$ cat src/rtl/masked_sbox_out_collect_pkg.sv
// Shared types and helpers for the masked S-box output collector.
// Holds the share width, default matrix/affine constants and the GF(2) mat-vec helper.
package masked_sbox_pkg;

  localparam int          SHARE_W      = 8;
  localparam logic [63:0] LIN_MAT_DEF  = 64'h0;
  localparam logic [7:0]  AFFINE_C_DEF = 8'h63;

  typedef struct packed {
    logic [SHARE_W-1:0] s0;
    logic [SHARE_W-1:0] s1;
  } share_pair_t;

  // Row k of mat is mat[8k+7:8k]; output bit k is the parity of row k AND vec.
  function automatic logic [7:0] gf2_matvec8(input logic [63:0] mat, input logic [7:0] vec);
    logic [7:0] r;
    r = '0;
    for (int k = 0; k < 8; k++) r[k] = ^(mat[8*k +: 8] & vec);
    return r;
  endfunction

endpackage

$ cat src/rtl/masked_share_fifo.sv
// Two-share FIFO: registered entries, wrapping pointers and an occupancy count.
// Outputs read straight from the head entry and are forced to zero when empty.
module masked_share_fifo
  import masked_sbox_pkg::*;
#(
  parameter int DEPTH = 4
) (
  input  logic                   clk,
  input  logic                   rst,
  input  logic                   push,
  input  logic                   ready,
  input  logic [SHARE_W-1:0]     push_s0,
  input  logic [SHARE_W-1:0]     push_s1,
  output logic                   out_valid,
  output logic                   full,
  output logic [SHARE_W-1:0]     out_s0,
  output logic [SHARE_W-1:0]     out_s1,
  output logic [$clog2(DEPTH):0] count
);

  localparam int AW = $clog2(DEPTH);
  localparam int CW = AW + 1;

  share_pair_t   mem [DEPTH];
  logic [AW-1:0] wr_ptr, rd_ptr;
  logic          do_push, do_pop;

  assign out_valid = (count != '0);
  assign full      = (count == CW'(DEPTH));
  assign do_pop    = out_valid & ready;
  // A full FIFO still takes a push when the head leaves in the same cycle.
  assign do_push   = push & (~full | do_pop);
  assign out_s0    = out_valid ? mem[rd_ptr].s0 : '0;
  assign out_s1    = out_valid ? mem[rd_ptr].s1 : '0;

  always_ff @(posedge clk or posedge rst) begin
    if (rst) begin
      wr_ptr <= '0;
      rd_ptr <= '0;
      count  <= '0;
      for (int i = 0; i < DEPTH; i++) mem[i] <= '0;
    end else begin
      if (do_push) begin
        mem[wr_ptr] <= '{s0: push_s0, s1: push_s1};
        wr_ptr      <= wr_ptr + AW'(1);
      end
      if (do_pop) rd_ptr <= rd_ptr + AW'(1);
      count <= count + CW'(do_push) - CW'(do_pop);
    end
  end

endmodule

$ cat src/rtl/masked_sbox_out_collect.sv
// Output collector for the 2-share masked AES S-box: share-wise linear map, FIFO, credit.
// Optional MASKED_SBOX_OUT_REFRESH_EN adds a ran port that remasks both shares on push.
module masked_sbox_out_collect
  import masked_sbox_pkg::*;
#(
  parameter int          DEPTH    = 4,
  parameter int          PIPE_LAT = 3,
  parameter logic [63:0] LIN_MAT  = LIN_MAT_DEF,
  parameter logic [7:0]  AFFINE_C = AFFINE_C_DEF
) (
  input  logic         clk,
  input  logic         rst,
  input  logic         issue,
  output logic         issue_ok,
  input  logic [7:0]   in_s0,
  input  logic [7:0]   in_s1,
  output logic         out_valid,
  input  logic         out_ready,
  output logic [7:0]   out_s0,
  output logic [7:0]   out_s1,
  output logic         overflow
`ifdef MASKED_SBOX_OUT_REFRESH_EN
  ,
  input  logic [7:0]   ran
`endif
);

  logic [PIPE_LAT-1:0]   vld_pipe;
  logic                  arrive, pop, fifo_full;
  logic [$clog2(DEPTH):0] fifo_count;
  logic [7:0]            t0, t1, w0, w1;
  int                    inflight;

  assign arrive = vld_pipe[PIPE_LAT-1];
  assign pop    = out_valid & out_ready;

  always_ff @(posedge clk or posedge rst) begin
    if (rst) vld_pipe <= '0;
    else     vld_pipe <= (vld_pipe << 1) | PIPE_LAT'(issue);
  end

  // Credit ignores a pop happening this cycle; it shows up through count next cycle.
  always_comb begin
    inflight = 0;
    for (int i = 0; i < PIPE_LAT; i++) inflight += int'(vld_pipe[i]);
    issue_ok = (int'(fifo_count) + inflight) < DEPTH;
  end

  // Each share goes through its own matrix instance; no gate mixes the two shares.
  assign t0 = gf2_matvec8(LIN_MAT, in_s0) ^ AFFINE_C;
  assign t1 = gf2_matvec8(LIN_MAT, in_s1);

`ifdef MASKED_SBOX_OUT_REFRESH_EN
  assign w0 = t0 ^ ran;
  assign w1 = t1 ^ ran;
`else
  assign w0 = t0;
  assign w1 = t1;
`endif

  masked_share_fifo #(.DEPTH(DEPTH)) u_fifo (
    .clk       (clk),
    .rst       (rst),
    .push      (arrive),
    .ready     (out_ready),
    .push_s0   (w0),
    .push_s1   (w1),
    .out_valid (out_valid),
    .full      (fifo_full),
    .out_s0    (out_s0),
    .out_s1    (out_s1),
    .count     (fifo_count)
  );

  always_ff @(posedge clk or posedge rst) begin
    if (rst)                             overflow <= 1'b0;
    else if (arrive & fifo_full & ~pop)  overflow <= 1'b1;
  end

endmodule

$ cat config.mk
export PLATFORM = sky130hd
export DESIGN_NAME = masked_sbox_out_collect
export DESIGN_NICKNAME = d
export VERILOG_FILES = /design/src/rtl/masked_sbox_out_collect_pkg.sv /design/src/rtl/masked_share_fifo.sv /design/src/rtl/masked_sbox_out_collect.sv
export SDC_FILE = /design/constraint.sdc
export NUM_CORES = 1
export LEC_CHECK = 0
export ABC_AREA = 1
export CORE_MARGIN = 4
export CORE_UTILIZATION = 42
export CTS_BUF_LIST = sky130_fd_sc_hd__clkbuf_8
export DETAILED_ROUTE_END_ITERATION = 10
export GPL_TIMING_DRIVEN = 0
export PLACE_DENSITY_LB_ADDON = 0.25
export SLEW_MARGIN = 20
export SYNTH_ARGS = -nofsm -noshare
export SYNTH_HDL_FRONTEND = slang
export SYNTH_SLANG_ARGS = --single-unit
$ cat constraint.sdc
create_clock -name clk -period 4.3 [get_ports clk]
set_input_delay 1.075 -clock clk [delete_from_list [all_inputs] [get_ports clk]]
set_output_delay 1.075 -clock clk [all_outputs]
set_load 0.02 [all_outputs]
Word-level counts from Yosys, hierarchy flattened:

Cells that the tools add are included.
Widths: inputs -> output; s select.

* register bits after elaboration: 75
* input bits: 20
* output and inout bits: 19
* word-level logic and storage cells: 47

* add/sub/neg operators: 7
* magnitude comparators: 4
* equal/unequal tests: 1
* muxes and demuxes: 7
* bitwise logic cells: 13
* reduce and logical (&&, ||, !) cells: 2

Operator list (count)
* $and 48x48->48: 1
* $mux 16: 3
* $not 48->48: 1
* $bmux 16 s2: 1
* $demux 16 s2: 1
* $mux 8: 2
* $or 16x16->16: 1
* $ge 3x3->1 const B: 2
* $not 2->3: 2
* $add 2x1->2 const B: 2
* $add 3x3->4: 1
* $and 1x1->1: 4
* $lt 4x3->1 const B: 1
* $add 2x1->3: 1
* $add 3x1->3: 1
* $eq 3x3->1 const B: 1
* $lt 3x1->1 const B: 1
* $or 3x1->3: 1
* $reduce_bool 3->1: 1
* $sub 3x1->3: 1
* $add 1x1->2: 1
* $not 1->1: 2
* $logic_and 1x1->1: 1
* $or 1x1->1: 1

Logic depth before layout (Yosys ltp):

Gate-level depths: netlist of the first run.

* word-level depth: 7
* depth in mapped cells: 10
* depth with buffers taken out: 10

By module:

A second synthesis of the first run with hierarchy kept.

* cells, all modules: 493
* area, all modules: 3839.9 µm²

Modules (own cells, without submodules)
* masked_share_fifo: times used 1, cells an instance 471, area each 3644.7 µm², seq. area each 1776.7 µm²
* masked_sbox_out_collect: times used 1, cells an instance 22, area each 195.2 µm², seq. area each 100.1 µm²

Worst setup path after synthesis of the first run:

Ideal clock, no wire load.

* kind: reg-to-output
* from: register vld_pipe[0]
* to: output port issue_ok
* arrival: 1.311 ns
* required time: 3.225 ns
* slack: 1.914 ns
* cell stages (with the launch flop): 6
* path buffers: 0
* path through: dfrtp_1 fa_1 ha_1 nand3_1 nand2_1 inv_1

* longest elaborated chain between the ends: 4

RTL lines
* from (decl): RTL line masked_sbox_out_collect.sv:28 `logic [PIPE_LAT-1:0] vld_pipe;`
* from (signal assigned): RTL line masked_sbox_out_collect.sv:39 `else vld_pipe <= (vld_pipe << 1) | PIPE_LAT'(issue);`
* $add 1x1->2: RTL line masked_sbox_out_collect.sv:45 `for (int i = 0; i < PIPE_LAT; i++) inflight += int'(vld_pipe[i]);`
* $add 2x1->3: RTL line masked_sbox_out_collect.sv:45
* $add 3x3->4: RTL line masked_sbox_out_collect.sv:46 `issue_ok = (int'(fifo_count) + inflight) < DEPTH;`
* $lt 4x3->1: RTL line masked_sbox_out_collect.sv:46
* to (decl): RTL line masked_sbox_out_collect.sv:14 `output logic issue_ok,`

Every way passes these cells.

Worst setup path in the final report of the first run:

* from: register u_fifo.rd_ptr[0]
* to: output port out_s0[3]

* longest elaborated chain between the ends: 5

RTL lines
* from (decl): RTL line masked_share_fifo.sv:25 `logic [AW-1:0] wr_ptr, rd_ptr;`
* from (signal assigned): RTL line masked_share_fifo.sv:47 `if (do_pop) rd_ptr <= rd_ptr + AW'(1);`
* $not 2->3 (not written as such): RTL line masked_share_fifo.sv:33 `assign out_s0 = out_valid ? mem[rd_ptr].s0 : '0;`
* $bmux 16 s2: RTL line masked_share_fifo.sv:33
* $mux 16 (not written as such) (2 in a row): RTL line masked_share_fifo.sv:33
* $mux 8: RTL line masked_share_fifo.sv:33
* to (decl): RTL line masked_sbox_out_collect.sv:19 `output logic [7:0] out_s0,`

Every way passes these cells. The select of a mux whose other input is x is not followed.

==> results of run 1 <==
routing by layer:
layer  vias up  share of wire
met4         0          0.014
met3        11          0.052
met1      1666           0.48
met5         -              0
li1       1716              -
met2        89           0.45
layout by cell type, fill, tap and decap left out, types with 2 or more instances in the layout:
| cell | n |
|---|---|
| sky130_fd_sc_hd__nand2_1 | 190 |
| sky130_fd_sc_hd__nand3_1 | 87 |
| sky130_fd_sc_hd__inv_1 | 77 |
| sky130_fd_sc_hd__dfrtp_1 | 75 |
| sky130_fd_sc_hd__nor2_1 | 49 |
| sky130_fd_sc_hd__clkdlybuf4s50_1 | 22 |
| sky130_fd_sc_hd__buf_2 | 16 |
| sky130_fd_sc_hd__a21oi_1 | 16 |
| sky130_fd_sc_hd__clkbuf_8 | 11 |
| sky130_fd_sc_hd__buf_4 | 8 |
| sky130_fd_sc_hd__buf_6 | 7 |
| sky130_fd_sc_hd__ha_1 | 7 |
| sky130_fd_sc_hd__inv_2 | 3 |
| sky130_fd_sc_hd__fa_1 | 2 |
| sky130_fd_sc_hd__clkinv_2 | 2 |
per-stage QoR:
| step | hold WS, ns | total power [mW] | TNS, ns | instances | area [sq um] |
|---|---|---|---|---|---|
| final | 0.409 | 2.57 | 0 | 713 | 4590 |
| after global routing | 0.438 | 2.75 | 0 | 713 | 4590 |
| after global placement | 0.393 | 2.06 | -4.01 | 697 | 4380 |
| after detailed placement | 0.395 | 2.08 | 0 | 698 | 4410 |
| after floorplan | 0.386 | 1.59 | 0 | 546 | 4000 |
| after CTS | 0.412 | 2.59 | 0 | 713 | 4590 |
cell type report:
type / instances / area [sq um] / share of cell area
buffer: 32 / 223 / 0.0485
clock buffer: 11 / 151 / 0.0330
clock inverter: 4 / 26.3 / 0.00573
inverter: 81 / 307 / 0.0668
multi-input combinational: 358 / 1600 / 0.348
sequential: 75 / 1880 / 0.409
tap: 129 / 161 / 0.0352
timing repair buffer: 23 / 248 / 0.0540
flip-flops by register name, indices dropped and copies added, names as in the netlist:
register,count
overflow,1
u_fifo.wr_ptr,2
u_fifo.count,3
u_fifo.mem,64
u_fifo.rd_ptr,2
vld_pipe,3
worst max-delay path, cell delays in order, from the launching register on:
cell                              delay [ns]
sky130_fd_sc_hd__dfrtp_1                0.33
sky130_fd_sc_hd__buf_4                  0.18
sky130_fd_sc_hd__inv_2                  0.10
sky130_fd_sc_hd__buf_2                  0.21
sky130_fd_sc_hd__nand2_1                0.08
sky130_fd_sc_hd__nand3_1                0.10
sky130_fd_sc_hd__a21oi_1                0.24
sky130_fd_sc_hd__clkdlybuf4s50_1        0.65
kinds of logic (layout without fill, tap and decap cells):
group	count (synthesis)	in the layout
compound gates	18	18
xor+xnor	2	2
fa+ha+maj	9	9
simple gates	329	329
flops	75	75
buf+inv	113	151
power breakdown:
group | internal (mW) | switching [mW] | total (mW) | leakage [nW]
clock | 0.237 | 0.270 | 0.507 | 0.0912
combinational | 0.483 | 0.801 | 1.28 | 1.48
sequential | 0.745 | 0.0378 | 0.783 | 0.940
total | 1.46 | 1.11 | 2.57 | 2.51
how the worst min path moves through the flow:
stage,from,to,slack (ns),cells after the start
2_1_floorplan,vld_pipe[1],vld_pipe[2],0.39,0
3_3_place_gp,vld_pipe[1],vld_pipe[2],0.39,0
3_5_place_dp,vld_pipe[1],vld_pipe[2],0.39,0
4_1_cts,vld_pipe[1],vld_pipe[2],0.41,0
5_1_grt,vld_pipe[0],vld_pipe[1],0.44,0
6_report,vld_pipe[1],vld_pipe[2],0.41,0
==> run summary, run 1 <==
Element type at the critical path start: register
Ratio of cells with drive above 1 in the final layout: 0.0942
Max-Slew Margin vs Limit: 0.703
Fraction of the core area covered by cells at the end of the flow: 0.497
Worst-Margin Slew: 0.445 ns
Post-synthesis cell type with the largest combined area: sky130_fd_sc_hd__dfrtp_1
Count of flip-flops with a built-in enable after synthesis: 0
Total clock sinks: 75
Met1 Resource Use GR: 0.270
Final HPWL from detailed placement: 7000 um
Parity-gate share of the synthesized area counting xor and xnor cells: 0.00438
Portion of the post-synthesis area used by sequential elements: 0.469
Per-cell routed wire length: 13.9 um
Initial DRC count: 180
Layer carrying the most global-route usage: met2
Met2 capacity usage during global routing: 0.294
CP endpoint kind: output pin
Synthesized area: 4000 sq um
Reg2Reg Depth: 10
Global-route wire length before repair: 16,800 um
Number of hold-repair buffers added at the cts stage: 0
Number of nets in the layout: 609
Initial Util: 0.433
Grt met3 use: 0.0361
Post-CTS Setup Repair Bufs: 0
Max rail drop VDD: 0.300 mV
Vias per cell: 4.88
Height of the chip: 106 um
Critical Path Fanout Max: 10
Worst Clk Skew: 0.00972 ns
Compound-Gate Fraction of Synth Area: 0.0241
Final setup violation count: 0
Antenna violations before repair: 0
Highest clock frequency the design can meet: 0.301 GHz
Number of standard cells after synthesis: 546
Maximum number of pins on one net before global-route repair: 44
Required time at the worst-slack endpoint: 3.22 ns
Post-synth ARST share: 1.00
Crit path DAT: 2.24 ns
TritonCTS clock tree: done
Total number of H-tree levels: 3
Category of the most critical setup path: register to output pin
Detailed Routing Iterations Pass 1: 5
Resized Gates After CTS: 0
Overflow after GRT: 0
Pins Over Slew Limit: 0
Area contributors post-synth: sky130_fd_sc_hd__dfrtp_1 (47%), sky130_fd_sc_hd__nand2_1 (18%), sky130_fd_sc_hd__nand3_1 (11%)
Power Dens Cells: 561 nW/um^2
Synth top area share: 0.469
Post-synthesis average cell area: 7.33 sq um
Count of vias placed by the detailed router: 3,482
Area grow syn2layout: 14.7%
Final worst slack: 0.983 ns
Chip width: 106 um
Final period util: 0.771
Main combinational cell family by area after synthesis: simple AND/OR/NAND/NOR gates
Leakage dissipation: 2.51 nW
Number of placement rows: 35
Fraction of the mapped netlist area in adder cells: 0.0319
Leading post-synthesis cells by instance count: sky130_fd_sc_hd__nand2_1 (190), sky130_fd_sc_hd__nand3_1 (87), sky130_fd_sc_hd__inv_1 (78)
Number of warnings printed during yosys synthesis: 0
Worst R2R End: u_fifo.count[2]
Main flop type after synthesis: sky130_fd_sc_hd__dfrtp_1
Share of synthesized area spent on multiplexers: 0
Result of the run: complete, no violations
Post-place setup slack: 1.34 ns
Floorplan Core Area: 9240 sq um
Number of fillers in the final layout: 915
Critical register-to-register path startpoint: u_fifo.count[1]
Worst setup path start: u_fifo.rd_ptr[0]
TritonCTS buffer count: 9
Overall global routing resource usage: 0.189
Post-layout minimum cycle time: 3.32 ns
Hold Violations, Final: 0
Distinct cells, synth: 20
Minimum setup slack among reg-to-reg paths: 2.21 ns
Cell with the most instances after synthesis: sky130_fd_sc_hd__nand2_1
Class of the worst hold path: register to register
Maximum buffer depth of the clock tree: 2
Total Die Area: 11,100 sq um
Remaining routing DRC violations: 0
Max-cap check violation count: 0
Root Buffer: sky130_fd_sc_hd__clkbuf_8
Port Buf Inserts: 22
Routed Antenna Nets: 0
Unrepaired setup endpoints after global routing: false
Final routed wirelength across all metal layers: 9890 um
Final RePlAce weighted congestion: 0.801
Top-level I/O count: 39
Synthesized-area fraction occupied by and/or/nand/nor cells: 0.339
Vias in the first global route: 3,350
Endpoint of the worst setup timing path: out_s0[3]
Synthesized Nets: 575
FF+latch count, synth: 75
Source-to-sink clock delay at the later pin of the worst-skew pair: 0.35 ns
Ant. Diodes: 0
CTS clk-pin slew, worst paths: 0.08 ns
No activity file was read; power rests on OpenSTA's default activity.
==> inputs of run 2 (changes only) <==
Clock period 4.3 ns to 3.1 ns, I/O delays scaled along.
==> run summary, run 2 (synthesized netlist as in run 1, its figures left out) <==
Result of the run: complete, no violations
Final setup violation count: 0 (unchanged)
Vias per cell: 4.86 (-0.52%)
Per-cell routed wire length: 13.9 um (+0.10%)
Chip width: 106 um (unchanged)
Number of nets in the layout: 609 (unchanged)
Worst R2R End: u_fifo.count[2]
Top library cells by usage in the layout, fill and taps aside: sky130_fd_sc_hd__nand2_1 (190), sky130_fd_sc_hd__nand3_1 (87), sky130_fd_sc_hd__inv_1 (77)
Final HPWL from detailed placement: 7000 um (unchanged)
Max-cap check violation count: 0 (unchanged)
Cell occurring most often along the worst timing path: sky130_fd_sc_hd__buf_4
Crit path DAT: 2.23 ns (about the same)
Startpoint of the worst hold path: vld_pipe[1]
CP endpoint kind: output pin
List of cells traversed by the critical path: buf_4 -> inv_2 -> buf_4 -> nand3_1 -> a21oi_1 -> clkdlybuf4s50_1
Max-Slew Margin vs Limit: 0.703 (about the same)
Number of hold-repair buffers added at the cts stage: 0 (unchanged)
Total number of H-tree levels: 3 (unchanged)
Remaining routing DRC violations: 0 (unchanged)
Total clock sinks: 75 (unchanged)
Source-to-sink clock delay at the later pin of the worst-skew pair: 0.35 ns (about the same)
Unrepaired setup endpoints after global routing: false
Most common cell after layout, fill and taps aside: sky130_fd_sc_hd__nand2_1
Overall global routing resource usage: 0.189 (unchanged)
Pins Over Slew Limit: 0 (unchanged)
Count of vias placed by the detailed router: 3,464 (-0.52%)
Height of the chip: 106 um (unchanged)
TritonCTS buffer count: 9 (unchanged)
Critical Path Fanout Max: 10 (unchanged)
Number of placement rows: 35 (unchanged)
Worst Clk Skew: 0.00781 ns (-0.00191 ns)
Reg2Reg Depth: 10 (unchanged)
Routed Antenna Nets: 0 (unchanged)
Max FFs per register: 64 (unchanged)
Initial DRC count: 192 (+6.7%)
Category of the most critical setup path: register to output pin
Ratio of cells with drive above 1 in the final layout: 0.0942 (unchanged)
Element type at the critical path start: register
Worst-Margin Slew: 0.445 ns (-0.000116 ns)
Floorplan Core Area: 9240 sq um (unchanged)
Cell with the biggest individual delay on the critical path: sky130_fd_sc_hd__clkdlybuf4s50_1
TritonCTS clock tree: done
Vias in the first global route: 3,350 (unchanged)
Most flop-heavy register: u_fifo.mem
CTS clk-pin slew, worst paths: 0.08 ns (about the same)
Worst Hold Path Cells: 0 (unchanged)
Final worst slack: 0.0988 ns (-0.884 ns)
Post-place setup slack: 0.442 ns (-0.900 ns)
Initial Util: 0.433 (unchanged)
Root Buffer: sky130_fd_sc_hd__clkbuf_8
Design area: 4600 sq um (+0.16%)
Antenna violations before repair: 0 (unchanged)
Placement Cell Area: 4410 sq um (unchanged)
Detailed Routing Iterations Pass 1: 5 (unchanged)
Class of the worst hold path: register to register
Minimum setup slack among reg-to-reg paths: 1.02 ns (-1.19 ns)
Overall power: 3.56 mW (+38%)
Max rail drop VDD: 0.410 mV (+37%)
Port Buf Inserts: 22 (unchanged)
Total Neg Setup Slack: 0 ns (unchanged)
Final routed wirelength across all metal layers: 9900 um (+0.10%)
Critical path's largest stage delay: 0.63 ns (-0.02 ns)
Dpl cells: 698 (unchanged)
Endpoint of the worst setup timing path: out_s1[6]
Clock group share of total power: 0.197 (about the same)
Final RePlAce weighted congestion: 0.801 (unchanged)
Leakage dissipation: 2.55 nW (+1.7%)
Maximum buffer depth of the clock tree: 2 (unchanged)
Internal power contribution: 2.03 mW (+38%)
Switching part of the total power: 0.431 (+0.000464)
Post-layout minimum cycle time: 3.00 ns
Highest clock frequency the design can meet: 0.333 GHz
Global-route wire length before repair: 16,800 um (unchanged)
Hold Violations, Final: 0 (unchanged)
Critical register-to-register path startpoint: u_fifo.count[1]
Top-level I/O count: 39 (unchanged)
Post-CTS Setup Repair Bufs: 0 (unchanged)
Final instance count without filler cells: 713 (unchanged)
Required time at the worst-slack endpoint: 2.32 ns (-0.90 ns)
Overflow after GRT: 0 (unchanged)
Power Dens Cells: 775 nW/um^2 (+38%)
Leading registers by flop count: u_fifo.mem (64), u_fifo.count (3), vld_pipe (3)
Maximum number of pins on one net before global-route repair: 44 (unchanged)
Net switching power figure: 1.54 mW (+39%)
Reg power frac: 0.305 (about the same)
Combinational cell fraction of total power: 0.498 (about the same)
Worst setup path start: u_fifo.rd_ptr[1]
Resized Gates After CTS: 0 (unchanged)
Final period util: 0.968
Area grow syn2layout: 14.9%
Ant. Diodes: 0 (unchanged)
Total Die Area: 11,100 sq um (unchanged)
## run 2: layout make-up
class	count	area, sq um
clock inverter	4	26.3
sequential	75	1880
clock buffer	11	151
timing repair buffer	23	255
multi-input combinational	358	1600
fill	914	4640
buffer	32	223
inverter	81	307
tap	129	161
## run 2: stage by stage
stage                      util  hold WS [ns]
after floorplan               -         0.386
after global placement    0.474         0.393
after detailed placement  0.477         0.395
after CTS                 0.497         0.412
after global routing      0.497         0.438
final                     0.497         0.409
## run 2: worst min-delay path by stage
stage                             end  slack, ns
after global routing      vld_pipe[1]       0.44
final                     vld_pipe[2]       0.41
after floorplan           vld_pipe[2]       0.39
after global placement    vld_pipe[2]       0.39
after CTS                 vld_pipe[2]       0.41
after detailed placement  vld_pipe[2]       0.39
## run 2: critical path, delay by kind of cell, from the launching register on
kind / cells / cell delay, ns
flip-flops: 1 / 0.37
AO/OA/AOI/OAI: 1 / 0.20
buffers and inverters: 4 / 1.17
AND/OR/NAND/NOR: 1 / 0.13
## run 2: layer usage
metal,global-route usage,vias to the layer above,part of all wire
met5,0,-,0
met4,0.0546,0,0.015
li1,-,1712,-
met2,0.294,62,0.46
met3,0.0361,11,0.041
met1,0.270,1679,0.49
## run 2: power groups by stage
stage | Clock [mW] | Sequential, mW | Combinational [mW]
2_1_floorplan | 0 | 1.10 | 1.11
3_3_place_gp | 0 | 1.10 | 1.76
3_5_place_dp | 0 | 1.10 | 1.78
4_1_cts | 0.713 | 1.09 | 1.79
5_1_grt | 0.758 | 1.10 | 1.96
6_report | 0.702 | 1.09 | 1.77
